==> src/rtl/serial_add_ctrl_if.sv <==
// rtl/serial_add_ctrl_if.sv - operand and result handshake bundle for serial_add_ctrl
// Operand channel : in_valid, in_ready, a, b, c_in
// Result channel  : out_valid, out_ready, sum, c_out, ovf
// master = requester side, slave = serial_add_ctrl side
interface serial_add_ctrl_if #(
    parameter int WIDTH = 8
);
    logic             in_valid;
    logic             in_ready;
    logic [WIDTH-1:0] a;
    logic [WIDTH-1:0] b;
    logic             c_in;
    logic             out_valid;
    logic             out_ready;
    logic [WIDTH-1:0] sum;
    logic             c_out;
    logic             ovf;

    modport master (
        output in_valid, a, b, c_in, out_ready,
        input  in_ready, out_valid, sum, c_out, ovf
    );

    modport slave (
        input  in_valid, a, b, c_in, out_ready,
        output in_ready, out_valid, sum, c_out, ovf
    );
endinterface

==> src/rtl/serial_add_ctrl.sv <==
// rtl/serial_add_ctrl.sv - bit-serial adder sequencer driving one shared full-adder cell
// clk, rst     : clock, asynchronous active-high reset
// bus (slave)  : operand request (in_*, a, b, c_in) and result (out_*, sum, c_out, ovf)
// busy         : high while an add is in progress or its result is waiting
// fa_x/y/c     : operand bits and carry to the external full adder (0 when idle)
// fa_s/fa_co   : combinational sum and carry back from the full adder
module serial_add_ctrl #(
    parameter int WIDTH = 8
) (
    input  logic                clk,
    input  logic                rst,
    serial_add_ctrl_if.slave    bus,
    output logic                busy,
    output logic                fa_x,
    output logic                fa_y,
    output logic                fa_c,
    input  logic                fa_s,
    input  logic                fa_co
);
    localparam int CW = $clog2(WIDTH + 1);
    localparam logic [CW-1:0] LAST = CW'(WIDTH - 1);

    localparam logic [1:0] IDLE = 2'd0;
    localparam logic [1:0] RUN  = 2'd1;
    localparam logic [1:0] DONE = 2'd2;

    logic [1:0]       state_q, state_d;
    logic [WIDTH-1:0] a_sh_q, a_sh_d;
    logic [WIDTH-1:0] b_sh_q, b_sh_d;
    logic [WIDTH-1:0] sum_sh_q, sum_sh_d;
    logic [WIDTH-1:0] sum_q, sum_d;
    logic             carry_q, carry_d;
    logic [CW-1:0]    cnt_q, cnt_d;
    logic             prev_carry_q, prev_carry_d;
    logic             c_out_q, c_out_d;

    // Shift register contents after this cycle's adder bit enters at the MSB.
    logic [WIDTH-1:0] sum_next;

    generate
        if (WIDTH == 1) begin : g_w1
            assign sum_next = fa_s;
        end else begin : g_wn
            assign sum_next = {fa_s, sum_sh_q[WIDTH-1:1]};
        end
    endgenerate

    always_comb begin
        state_d      = state_q;
        a_sh_d       = a_sh_q;
        b_sh_d       = b_sh_q;
        sum_sh_d     = sum_sh_q;
        sum_d        = sum_q;
        carry_d      = carry_q;
        cnt_d        = cnt_q;
        prev_carry_d = prev_carry_q;
        c_out_d      = c_out_q;

        case (state_q)
            IDLE: begin
                if (bus.in_valid) begin
                    a_sh_d  = bus.a;
                    b_sh_d  = bus.b;
                    carry_d = bus.c_in;
                    cnt_d   = '0;
                    state_d = RUN;
                end
            end
            RUN: begin
                sum_sh_d = sum_next;
                a_sh_d   = a_sh_q >> 1;
                b_sh_d   = b_sh_q >> 1;
                carry_d  = fa_co;
                cnt_d    = cnt_q + CW'(1);
                if (cnt_q == LAST) begin
                    // MSB step: publish the result in one go so the visible
                    // sum never shows a half-shifted value.
                    prev_carry_d = carry_q;
                    c_out_d      = fa_co;
                    sum_d        = sum_next;
                    state_d      = DONE;
                end
            end
            DONE: begin
                if (bus.out_ready) begin
                    state_d = IDLE;
                end
            end
            default: state_d = IDLE;
        endcase
    end

    always_ff @(posedge clk or posedge rst) begin
        if (rst) begin
            state_q      <= IDLE;
            a_sh_q       <= '0;
            b_sh_q       <= '0;
            sum_sh_q     <= '0;
            sum_q        <= '0;
            carry_q      <= 1'b0;
            cnt_q        <= '0;
            prev_carry_q <= 1'b0;
            c_out_q      <= 1'b0;
        end else begin
            state_q      <= state_d;
            a_sh_q       <= a_sh_d;
            b_sh_q       <= b_sh_d;
            sum_sh_q     <= sum_sh_d;
            sum_q        <= sum_d;
            carry_q      <= carry_d;
            cnt_q        <= cnt_d;
            prev_carry_q <= prev_carry_d;
            c_out_q      <= c_out_d;
        end
    end

    wire run = (state_q == RUN);

    assign fa_x = run & a_sh_q[0];
    assign fa_y = run & b_sh_q[0];
    assign fa_c = run & carry_q;

    assign busy          = (state_q == RUN) || (state_q == DONE);
    assign bus.in_ready  = (state_q == IDLE);
    assign bus.out_valid = (state_q == DONE);
    assign bus.sum       = sum_q;
    assign bus.c_out     = c_out_q;
    // Signed overflow: carry into the MSB differs from carry out of it.
    assign bus.ovf       = prev_carry_q ^ c_out_q;
endmodule

==> src/flat_wrapper.sv <==
// flat-port wrapper written by rule: the top's interface ports become plain ports
module serial_add_ctrl_flat 
#(
    parameter int WIDTH = 8
)
  (clk, rst, busy, fa_x, fa_y, fa_c, fa_s, fa_co, bus_in_valid, bus_a, bus_b, bus_c_in, bus_out_ready, bus_in_ready, bus_out_valid, bus_sum, bus_c_out, bus_ovf);
  serial_add_ctrl_if #(.WIDTH(WIDTH)) bus_i ();
  input  logic clk;
  input  logic rst;
  output logic busy;
  output logic fa_x;
  output logic fa_y;
  output logic fa_c;
  input  logic fa_s;
  input  logic fa_co;
  input wire logic [$bits(bus_i.in_valid)-1:0] bus_in_valid;
  input wire logic [$bits(bus_i.a)-1:0] bus_a;
  input wire logic [$bits(bus_i.b)-1:0] bus_b;
  input wire logic [$bits(bus_i.c_in)-1:0] bus_c_in;
  input wire logic [$bits(bus_i.out_ready)-1:0] bus_out_ready;
  output wire logic [$bits(bus_i.in_ready)-1:0] bus_in_ready;
  output wire logic [$bits(bus_i.out_valid)-1:0] bus_out_valid;
  output wire logic [$bits(bus_i.sum)-1:0] bus_sum;
  output wire logic [$bits(bus_i.c_out)-1:0] bus_c_out;
  output wire logic [$bits(bus_i.ovf)-1:0] bus_ovf;
  assign bus_i.in_valid = bus_in_valid;
  assign bus_i.a = bus_a;
  assign bus_i.b = bus_b;
  assign bus_i.c_in = bus_c_in;
  assign bus_i.out_ready = bus_out_ready;
  assign bus_in_ready = bus_i.in_ready;
  assign bus_out_valid = bus_i.out_valid;
  assign bus_sum = bus_i.sum;
  assign bus_c_out = bus_i.c_out;
  assign bus_ovf = bus_i.ovf;
  serial_add_ctrl #(.WIDTH(WIDTH)) u_core (.clk(clk), .rst(rst), .bus(bus_i), .busy(busy), .fa_x(fa_x), .fa_y(fa_y), .fa_c(fa_c), .fa_s(fa_s), .fa_co(fa_co));
endmodule
==> config.mk <==
export PLATFORM = sky130hd
export DESIGN_NAME = serial_add_ctrl_flat
export DESIGN_NICKNAME = d
export VERILOG_FILES = /design/src/rtl/serial_add_ctrl_if.sv /design/src/rtl/serial_add_ctrl.sv /design/src/flat_wrapper.sv
export SDC_FILE = /design/constraint.sdc
export NUM_CORES = 1
export LEC_CHECK = 0
export ABC_CLOCK_PERIOD_IN_PS = 2100
export BUFFER_PORTS_ARGS = -buffer_cell sky130_fd_sc_hd__buf_2
export CAP_MARGIN = 30
export CORE_MARGIN = 3
export CORE_UTILIZATION = 54
export CTS_BUF_LIST = sky130_fd_sc_hd__clkbuf_4
export DETAILED_ROUTE_END_ITERATION = 8
export GPL_ROUTABILITY_DRIVEN = 0
export GPL_TIMING_DRIVEN = 0
export HOLD_SLACK_MARGIN = 0.03
export PLACE_DENSITY_LB_ADDON = 0.08
export SYNTH_ARGS = -nofsm -noshare
export SYNTH_HDL_FRONTEND = slang
export SYNTH_SLANG_ARGS = --single-unit
==> constraint.sdc <==
create_clock -name clk -period 2.1 [get_ports clk]
set_input_delay 0.105 -clock clk [delete_from_list [all_inputs] [get_ports clk]]
set_output_delay 0.105 -clock clk [all_outputs]
set_load 0.05 [all_outputs]
=== After elaboration in Yosys (flattened, before gate mapping) ===
Index checks and enable logic that the tools add are counted.

* Register bits: 41
* Input bits: 23
* Logic and storage cells: 38
* Output and inout port bits: 16

* Muxes and demuxes: 12
* Eq/ne operators: 6
* Add/sub/neg operators: 1
* Reduce and logical (&&, ||, !) cells: 6
* Bitwise logic cells: 4

{| class="wikitable"
|+ Operators with widths
! cell !! number
|-
| $pmux 8 s2 || 2
|-
| $mux 8 || 2
|-
| $pmux 4 s2 || 1
|-
| $mux 2 || 3
|-
| $ne 2x2->1 const B || 3
|-
| $pmux 2 s3 || 1
|-
| $add 4x1->4 const B || 1
|-
| $eq 4x3->1 const B || 1
|-
| $mux 4 || 1
|-
| $reduce_and 2->1 || 2
|-
| $and 1x1->1 || 3
|-
| $reduce_and 3->1 || 1
|-
| $eq 2x1->1 const B || 1
|-
| $eq 2x2->1 const B || 1
|-
| $logic_not 2->1 || 1
|-
| $pmux 1 s2 || 1
|-
| $reduce_bool 2->1 || 1
|-
| $logic_or 1x1->1 || 1
|-
| $mux 1 || 1
|-
| $xor 1x1->1 || 1
|}

=== Longest topological paths before layout ===
* Depth after elaboration: 3
* Mapped depth: 7
* Gate-level depth less buffers: 5

=== Worst setup path after synthesis ===
Ideal clock, no wire load.

* Path type: reg2reg
* Start point: register u_core.state_q[0]
* End point: register u_core.cnt_q[0]
* Path buffers: 1
* Clock period less this slack: 1,859 ps
* Arrival time: 1,785 ps
* Slack: 241 ps
* Library setup time: 74 ps
* Required time: 2,026 ps
* Stages on the path, launching flop included: 7
* Path through: dfrtp_1 inv_1 ha_1 mux2i_4 buf_4 nand2_1 o21ai_2

* Cells in the longest elaborated chain, start to end: 3
* Elaborated cells on any way between the ends: 6
* Those cells by class: 2 x eq/ne; 1 x mux; 3 x reduce/logical

{| class="wikitable"
|+ Ends and longest elaborated chain
! element !! RTL line !! text
|-
| from (decl) || serial_add_ctrl.sv:27 || <nowiki>logic [1:0] state_q, state_d;</nowiki>
|-
| from (signal assigned) || serial_add_ctrl.sv:105 || <nowiki>state_q <= state_d;</nowiki>
|-
| $logic_not 2->1 (*) || -- ||
|-
| net bus_in_ready || flat_wrapper.sv:21 || <nowiki>output wire logic [$bits(bus_i.in_ready)-1:0] bus_in_ready;</nowiki>
|-
| $ne 2x2->1 (no source line) or $reduce_bool 2->1 (tied branches) || -- ||
|-
| $reduce_and 2->1 (no source line) || -- ||
|-
| to (signal assigned) || serial_add_ctrl.sv:111 || <nowiki>cnt_q <= cnt_d;</nowiki>
|-
| to (decl) || serial_add_ctrl.sv:33 || <nowiki>logic [CW-1:0] cnt_q, cnt_d;</nowiki>
|}

The timed path passes the listed nets; every way through them passes the cells marked *.
A chain may end at the register's enable or synchronous reset.

=== Worst setup path after layout ===
* Start point: register u_core.state_q[1]
* End point: output fa_y

* Cells in the longest elaborated chain, start to end: 2

{| class="wikitable"
|+ Ends and longest elaborated chain
! element !! RTL line !! text
|-
| $eq 2x1->1 || serial_add_ctrl.sv:117 || <nowiki>wire run = (state_q == RUN);</nowiki>
|-
| $and 1x1->1 || serial_add_ctrl.sv:120 || <nowiki>assign fa_y = run & b_sh_q[0];</nowiki>
|-
| to (decl) || flat_wrapper.sv:12 || <nowiki>output logic fa_y;</nowiki>
|}

No other way between the ends.

==> out/metrics.cfg <==
[grt]
first_global_vias=1320
grt_max_degree=41
grt_usage_pct=18.7
grt-ovfl-total=0
grt_pass1_wl_mm=6.03
antenna_found_initial=0

[yosys]
synth_commonest_cells=dfrtp_1 (40), nand2_1 (20), mux2_2 (18), mux2i_1 (15), o21ai_2 (13)
synthArstFlopShare_pct=100
synthTopCellsByArea=dfrtp_1 (53%), mux2_2 (11%), mux2i_1 (7.9%)
syn-num-nets=180
synth_largest_area_cell=dfrtp_1
yosysWarnings=0
synth_edf_count=0
ys_ff_latch=40
syn_area_sq_um=1900
yosysMostFrequentCell=dfrtp_1
synthDistinctLibCells=29
synth_seq_area_share_pct=52.7
yosys.area.top_type_share_pct=52.7
syn-mean-instance-area_sq_um=12.4
synthFlopType=dfrtp_1
syn_inst=153

[worst_setup_path]
critPathArrivalTime_ns=1.86
r2r_start=u_core.state_q[1]$_DFFE_PP0P_
crit_type=register to primary output
worstPathMaxFanout=10
end_kind=primary output
crit_path_start_kind=register
reg2regPathDepth=6
cp.required_ns=2.00
r2r_setup_slack_ns=0.37
r2r-end=u_core.b_sh_q[7]$_DFFE_PP0P_

[die]
die-height_um=65.3
initial_core_util_pct=59.3
die-area_sq_um=4270
die_x_um=65.3
fp.coreArea_sq_um=3200
num_rows=20
io_pins=39

[clock_network]
cts_tree=built
cts_buffers=5
cts_sinks=40
clock_latency_ns=0.35
clk_pin_slew_worst_paths_ns=0.12
cts-root-buf=clkbuf_4
htree_num_levels=2
cts_setup_buffers=0
clk_path_buf_depth=2

[outcome]
outcome=complete, no violations

[place]
portBuffers=38
dpl.hpwl_mm=2.42
place_area_sq_um=2150

[final_layout]
fin_area_sq_um=2370
fillers=238
syn2layout_area_growth_pct=24.5
drive_gt1_share_pct=42.3
final_core_util_pct=73.9
nets=239
antenna_cells=0

[power_and_ir_drop]
powerDensity_nw_per_um2=1650
ir_drop_mv=0.965
power_leakage_nw=1.15

[routing]
firstDrtPassIters=4
drc_errors=0
drt-total-wl_mm=3.60
postRouteAntennaNets=0
vias=1337
viasPerCell=5.20
drt_iter0_markers=81
drt-wirelength-per-cell_um=14.0

[min_path]
hold_depth=3
min_delay_worst_endpoint=u_core.a_sh_q[1]$_DFFE_PP0P_
worst_hold_startpoint=bus_a[1]
hold_class=input port to register

[timing]
slew_viol_final=0
report.final.setup_viol=0
slew-limit-headroom_pct=46.3
hold_violations=0
period_minus_slack_ns=1.97
fin_setup_tns_ns=0
worstMarginPinSlew_ns=0.804
fmax_ghz=0.508
rsz0062_at_grt=false
period_share_pct=93.8
fin_worst_skew_ns=0.00870

[job]
cap_violations=0

-- cells by family (layout without fill, tap and decap cells) --
| family | count (synthesis) | after routing | share of synthesized area, % |
|---|---|---|---|
| DFF | 40 | 40 | 52.7 |
| and+or+nand+nor | 37 | 37 | 9.74 |
| muxes | 34 | 34 | 19.7 |
| AOI/OAI and AO/OA | 26 | 26 | 10.9 |
| buffers and inverters | 11 | 71 | 3.88 |
| adders and majority gates | 4 | 4 | 2.63 |
| xor gates and xnor gates | 1 | 1 | 0.461 |
-- through the flow --
stage	power (W)	worst slack (ns)	instances	hold slack, ns
2_1_floorplan	0.00301	0.241	153	0.253
3_3_place_gp	0.00333	0.468	235	0.351
3_5_place_dp	0.00342	0.426	235	0.310
4_1_cts	0.00395	0.103	257	0.0333
5_1_grt	0.00417	0.00834	257	0.0401
6_report	0.00391	0.130	257	0.0352
-- per-layer routing --
layer,global-route usage (%),vias up,part of all wire (%)
li1,-,654,-
met1,22.9,638,42
met2,32.0,38,51
met3,4.27,7,5.4
met4,6.99,0,1.5
met5,0,-,0
-- cells in the final DEF, fill, tap and decap left out, types with 2 or more instances in the layout --
cell type       n
nor3_1          2
buf_4           4
inv_1           2
buf_6           2
o21ai_2        13
o21ai_0         7
dfrtp_1        40
dlygate4sd3_1  14
ha_1            4
mux2_2         18
clkbuf_4        5
mux2i_1        15
and2_1          3
nand2b_1        4
nand3b_1        2
nand2_1        20
buf_2          40
-- registers in the layout, summed over array words and instances (netlist names) --
register,cells
u_core.a_sh_q,8
u_core.b_sh_q,8
u_core.bus.c_out,1
u_core.bus.sum,8
u_core.carry_q,1
u_core.cnt_q,4
u_core.prev_carry_q,1
u_core.state_q,2
u_core.sum_sh_q,7
-- worst max path at each step --
stage                                  startpoint                      endpoint  slack (ns)  cells past startpoint
floorplan           u_core.state_q[0]$_DFFE_PP0P_   u_core.cnt_q[0]$_DFFE_PP0P_        0.24                      6
global placement    u_core.state_q[1]$_DFFE_PP0P_   u_core.cnt_q[0]$_DFFE_PP0P_        0.47                      6
detailed placement  u_core.state_q[1]$_DFFE_PP0P_  u_core.b_sh_q[7]$_DFFE_PP0P_        0.43                      6
CTS                 u_core.state_q[1]$_DFFE_PP0P_                          fa_y        0.10                      6
global route        u_core.state_q[1]$_DFFE_PP0P_                          fa_y       0.008                      6
finish              u_core.state_q[1]$_DFFE_PP0P_                          fa_y        0.13                      6
-- worst max-delay path, stage by stage (launching register included) --
cell and delay [ns]:
dfrtp_1 0.43, inv_1 0.09, ha_1 0.15, buf_4 0.17, buf_2 0.26, and2_1 0.16
buf_2 0.25
-- power breakdown --
group / internal [W] / leakage [nW] / switching (W) / total (W)
Combinational: 0.000803 / 0.609 / 0.00127 / 0.00207
Sequential: 0.00112 / 0.502 / 0.000216 / 0.00134
Clock: 0.000248 / 0.0412 / 0.000256 / 0.000504
Total: 0.00217 / 1.15 / 0.00174 / 0.00391
-- cell type report --
cell class	count	area, sq um	area share (%)
flip-flops and latches	40	1000	42.3
inverters	3	11.3	0.476
plain buffers	8	62.6	2.64
well taps	44	55.1	2.33
multi-input cells	102	826	34.9
clock inverters	3	42.5	1.80
repair buffers	52	330	14.0
clock buffers	5	37.5	1.59
-- repair_timing --
action | in CTS | in global routing
gates resized for setup | 0 | 0
endpoints found under the setup margin | 0 | 0
hold buffers | 14 | 0
hold endpoints to repair | 54 | 0
(Power assumes the default switching activity.)
